`src/rtl/execute_ctrl_pkg.sv`:
```
// execute_ctrl_pkg
//   Shared definitions for the execute-stage sequencer: op-class bus width,
//   op-class codes presented by decode, and the latency-counter width helper.
package execute_ctrl_pkg;

    localparam int EXE_CLASS_BUS = 2;

    typedef enum logic [EXE_CLASS_BUS-1:0] {
        EXE_CLASS_SINGLE = 2'd0,
        EXE_CLASS_MUL    = 2'd1,
        EXE_CLASS_DIV    = 2'd2,
        EXE_CLASS_LSU    = 2'd3
    } exe_class_e;

    // Counter must hold lat-1; never narrower than one bit.
    function automatic int lat_cnt_width(input int lat);
        return (lat > 1) ? $clog2(lat) : 1;
    endfunction

endpackage

```
`src/rtl/execute_ctrl_lat_cnt.sv`:
```
// exe_lat_cnt
//   Loadable down-counter used to time multi-cycle execute ops.
//   Ports:
//     clock, reset   : clock, synchronous active-high reset
//     load, load_val : load the counter (takes priority over dec)
//     dec            : decrement by one, saturating at zero
//     cnt, zero      : current value and cnt==0 flag
module exe_lat_cnt #(
    parameter int W = 5
) (
    input  logic         clock,
    input  logic         reset,
    input  logic         load,
    input  logic [W-1:0] load_val,
    input  logic         dec,
    output logic [W-1:0] cnt,
    output logic         zero
);

    always_ff @(posedge clock) begin
        if (reset)
            cnt <= '0;
        else if (load)
            cnt <= load_val;
        else if (dec && cnt != '0)
            cnt <= cnt - 1'b1;
    end

    assign zero = (cnt == '0);

endmodule

```
`src/rtl/execute_ctrl.sv`:
```
// execute_ctrl
//   Sequencer for the execute stage register. Handles the decode->execute and
//   execute->memory handshakes, holds the stage for mul/div/lsu ops, drops
//   in-flight work on flush and counts decode stall cycles.
//   Ports:
//     clock, reset            : clock, synchronous active-high reset
//     id_valid_i, id_class_i  : instruction offered by decode and its op class
//     id_ready_o, exe_we_o    : execute accepts / loads its register (same cycle)
//     flush_i                 : redirect, kills held or incoming instruction
//     lsu_req_o, lsu_done_i   : memory access request level / completion pulse
//     ex_valid_o, ex_ready_i  : result handshake to the next stage
//     busy_o                  : stage occupied
//     stall_cnt_o             : cycles with decode valid but not accepted
module execute_ctrl
    import execute_ctrl_pkg::*;
#(
    parameter int MUL_LAT = 3,
    parameter int DIV_LAT = 32
) (
    input  logic                     clock,
    input  logic                     reset,
    input  logic                     id_valid_i,
    input  logic [EXE_CLASS_BUS-1:0] id_class_i,
    output logic                     id_ready_o,
    output logic                     exe_we_o,
    input  logic                     flush_i,
    output logic                     lsu_req_o,
    input  logic                     lsu_done_i,
    output logic                     ex_valid_o,
    input  logic                     ex_ready_i,
    output logic                     busy_o,
    output logic [31:0]              stall_cnt_o
);

    localparam int CW = lat_cnt_width(DIV_LAT);
    localparam logic [CW-1:0] MUL_LOAD = CW'(MUL_LAT - 1);
    localparam logic [CW-1:0] DIV_LOAD = CW'(DIV_LAT - 1);

    typedef enum logic [1:0] {
        S_EMPTY,
        S_EXEC,
        S_LSU_WAIT,
        S_DONE
    } state_e;

    state_e      state;
    logic        drop;
    logic [31:0] stall_q;
    logic        accept;
    logic        cnt_zero;
    logic [CW-1:0] cnt;
    exe_class_e  cls;

    assign cls = exe_class_e'(id_class_i);

    // All handshake decisions are combinational so back-to-back single ops
    // sustain one per cycle; reset forces every output low.
    assign id_ready_o  = !reset && !flush_i &&
                         (state == S_EMPTY || (state == S_DONE && ex_ready_i));
    assign accept      = id_valid_i && id_ready_o;
    assign exe_we_o    = accept;
    assign ex_valid_o  = !reset && !flush_i && state == S_DONE;
    assign lsu_req_o   = !reset && state == S_LSU_WAIT;
    assign busy_o      = !reset && state != S_EMPTY;
    assign stall_cnt_o = reset ? 32'd0 : stall_q;

    function automatic state_e accept_state(input exe_class_e c);
        case (c)
            EXE_CLASS_SINGLE: return S_DONE;
            EXE_CLASS_LSU:    return S_LSU_WAIT;
            default:          return S_EXEC;
        endcase
    endfunction

    exe_lat_cnt #(.W(CW)) u_lat_cnt (
        .clock    (clock),
        .reset    (reset),
        .load     (accept && (cls == EXE_CLASS_MUL || cls == EXE_CLASS_DIV)),
        .load_val ((cls == EXE_CLASS_DIV) ? DIV_LOAD : MUL_LOAD),
        .dec      (state == S_EXEC),
        .cnt      (cnt),
        .zero     (cnt_zero)
    );

    always_ff @(posedge clock) begin
        if (reset) begin
            state   <= S_EMPTY;
            drop    <= 1'b0;
            stall_q <= '0;
        end else begin
            if (id_valid_i && !id_ready_o)
                stall_q <= stall_q + 32'd1;

            case (state)
                S_EMPTY: begin
                    if (accept)
                        state <= accept_state(cls);
                end
                S_EXEC: begin
                    if (flush_i)
                        state <= S_EMPTY;
                    else if (cnt_zero)
                        state <= S_DONE;
                end
                // The memory access is never abandoned: a flush only marks
                // the result for discard once the access completes.
                S_LSU_WAIT: begin
                    if (lsu_done_i) begin
                        state <= (drop || flush_i) ? S_EMPTY : S_DONE;
                        drop  <= 1'b0;
                    end else if (flush_i) begin
                        drop  <= 1'b1;
                    end
                end
                S_DONE: begin
                    if (flush_i)
                        state <= S_EMPTY;
                    else if (accept)
                        state <= accept_state(cls);
                    else if (ex_ready_i)
                        state <= S_EMPTY;
                end
                default: state <= S_EMPTY;
            endcase
        end
    end

endmodule

```
`config.mk`:
```
export PLATFORM = sky130hd
export DESIGN_NAME = execute_ctrl
export DESIGN_NICKNAME = d
export VERILOG_FILES = /design/src/rtl/execute_ctrl_pkg.sv /design/src/rtl/execute_ctrl_lat_cnt.sv /design/src/rtl/execute_ctrl.sv
export SDC_FILE = /design/constraint.sdc
export NUM_CORES = 1
export LEC_CHECK = 0
export BUFFER_PORTS_ARGS = -buffer_cell sky130_fd_sc_hd__clkbuf_2
export CORE_UTILIZATION = 60
export CTS_CLUSTER_SIZE = 14
export DETAILED_ROUTE_END_ITERATION = 10
export PLACE_DENSITY = 0.95
export SYNTH_ARGS = -nofsm -noshare
export SYNTH_HDL_FRONTEND = slang
export SYNTH_SLANG_ARGS = --single-unit
```
`constraint.sdc`:
```
create_clock -name clock -period 3.6 [get_ports clock]
set_input_delay 0.54 -clock clock [delete_from_list [all_inputs] [get_ports clock]]
set_output_delay 0.54 -clock clock [all_outputs]
set_load 0.03 [all_outputs]
```
==> out/metrics.yaml <==
floorplanning:
  initial_core_util_pct: 63.6
  dieArea_mm2: 0.00456
  core_area_mm2: 0.00406
  rows: 23
  die_w_um: 67.6
  io_pins: 45
  die_h_um: 67.6
cells_and_area:
  nFillCells: 303
  seq_area_um2: 801
  final_cells: 370
  final_nets: 333
  multiInputGateArea_mm2: 0.00163
  antenna_cells: 0
  area_delta_synth_final_pct: 10.7
  drive_gt1_share_pct: 27.8
cts:
  cts.reportedPaths.clkPinSlew_ns: 0.07
  cts_setup_buffers: 0
  holdBufCountCts: 0
  ctsHtreeMaxLevel: 2
  clk-insertion-delay-late_ns: 0.30
  numCtsBuffers: 5
  clockRootBuffer: "clkbuf_8"
  clock_path_buffers: 2
  cts_resized: 0
  clock_sinks: 40
  cts_tree: "built"
sta:
  finalSetupViolCount: 0
  rsz0062_at_grt: "false"
  worst_pin_slew_ns: 0.756
  fmax_ghz: 0.380
  maxSlewHeadroom_pct: 49.4
  skew_ns: 0.00377
  slew_viol_final: 0
  layout_min_cycle_time_ns: 2.63
  hold_violations: 0
  setup_tns_ns: 0
  worst_hold_slack_ns: 0.441
  fin_crit_sh_pct: 73.0
logic_synthesis:
  post_synth_num_cell_types: 59
  synthCells: 286
  ys_seq_elements: 40
  yosysTopAreaCell: "dfxtp_1"
  synth_edf_count: 0
  synth_top_area_share_pct: 31.1
  synth-seq-area-share_pct: 31.1
  synth_area_leaders: "dfxtp_1 (31%), mux2_4 (8.2%), nor2b_1 (7.3%), nor2_1 (4.7%), nor4_2 (4.4%)"
  yosys_warnings: 0
  synth-async-reset-ratio_pct: 0
  syn_nets: 299
  synth_commonest_cells: "dfxtp_1 (40), nor2_1 (32), nor2b_1 (30)"
  synth_area_mm2: 0.00258
  synth.most_common_cell: "dfxtp_1"
  syn_area_per_cell_um2: 9.02
  synthFlopType: "dfxtp_1"
global_route:
  grt_usage_pct: 25.8
  antenna_found_initial: 0
  grt_pass1_vias: 1998
  grt_pass1_wl_mm: 8.89
  grt_max_degree: 45
  grt-ovfl-total: 0
setup_path:
  max_stage_delay_ns: 0.50
  cp.arrival_ns: 2.09
  cp_common_cell: "clkbuf_2"
  crit_fanout: 34
  worst_setup_path_end_kind: "output pin"
  worstSetupPathType: "input pin to output pin"
  cp-start-kind: "input pin"
  cp_cell_sequence: "clkbuf_2 > nor2_1 > o21a_1 > and2_1 > clkbuf_2"
  crit_slowest_cell: "o21a_1"
  required_ns: 3.06
power:
  pwr-share-clk_pct: 27.0
  intPower_mw: 0.789
  ir_worst_vdd_mv: 0.208
  combPwrFrac_pct: 29.0
  switchingPower_mw: 0.432
  leakagePower_nw: 1.12
  seqPwrFrac_pct: 44.0
  p_sw_share_pct: 35.4
  finalPower_mw: 1.22
  power_density_mw_per_mm2: 428
worst_hold_path:
  hold_path_class: "input pin to flop"
drt:
  vias: 2228
  firstDrtPassIters: 4
  vias_per_cell: 6.02
  antenna_left: 0
  drc: 0
  wl_per_cell_um: 15.0
  drt_iter0_drc: 172
  wirelength_mm: 5.56
place:
  port_buffers: 44
  gp_congestion: 0.785
  dp.cells: 363
  dpl.hpwl_mm: 3.75
flow_run:
  maxCapViolations: 0
run_status:
  status: "finished clean"
[state kept, by name, indices dropped and copies added, names as in the netlist]
name,cells
stall_q,32
drop,1
state,2
u_lat_cnt.cnt,5
[power by group through the flow]
stage / registers [mW] / logic, mW / clock network [mW]
after CTS: 0.538 / 0.353 / 0.331
after detailed placement: 0.549 / 0.351 / 0
after global routing: 0.546 / 0.396 / 0.353
final: 0.538 / 0.354 / 0.329
after floorplan: 0.519 / 0.338 / 0
after global placement: 0.544 / 0.337 / 0
[cells in the final DEF (no fill, tap or decap), drive strengths merged, types with 10 or more instances in the layout]
cell	netlist	final
nor2	33	33
nor2b	30	30
dfxtp	40	40
clkbuf	3	51
nand2	13	13
nand3	11	11
a21oi	14	14
inv	10	10
nor4	10	10
mux2	18	18
nand4	10	10
[path summary, 6_finish.rpt]
kind / slack [ns] / to / cells after the start / from
max: 0.97 / exe_we_o / 5 / reset
max reg2reg: 1.49 / stall_q[22] / 4 / state[0]
min: 0.44 / drop / 2 / lsu_done_i
min reg2reg: 0.49 / stall_q[19] / 2 / stall_q[19]
[critical path: cells and delay by family]
family,cells,cell delay (ns)
AND/OR/NAND/NOR,2,0.48
buffers and inverters,2,0.56
AO/OA/AOI/OAI,1,0.50
[per-layer routing]
metal | global-route usage [%] | routed length [µm] | vias to the layer above | share of wire (%)
met2 | 41.8 | 2720 | 46 | 49
met1 | 32.4 | 2530 | 1063 | 45
met3 | 5.91 | 202 | 10 | 3.6
met4 | 10.6 | 107 | 0 | 1.9
li1 | - | - | 1109 | -
met5 | 0 | 0 | - | 0
[cell families after synthesis]
family                     share of synthesized area [%]
and+or+nand+nor                                     35.4
muxes                                               10.3
buffers and inverters                               5.73
AOI/OAI and AO/OA                                   12.4
DFF                                                 31.1
adders and majority gates                           2.43
xor gates and xnor gates                            2.72
[stage by stage]
stage / area [µm²] / util (%) / worst slack (ns)
final: 2860 / 70.4 / 0.971
after global routing: 2860 / 70.4 / 0.884
after CTS: 2860 / 70.4 / 1.00
after detailed placement: 2760 / 68.0 / 0.994
after global placement: 2760 / 68.0 / 1.02
after floorplan: 2580 / - / 1.42
[layout make-up]
cell class	instances	share of cell area [%]
Sequential cell	40	28.0
Clock buffer	7	3.37
Inverter	10	1.31
Timing Repair Buffer	45	7.98
Multi-Input combinational cell	218	57.1
Tap cell	50	2.19
No activity file was read; power rests on OpenSTA's default activity.
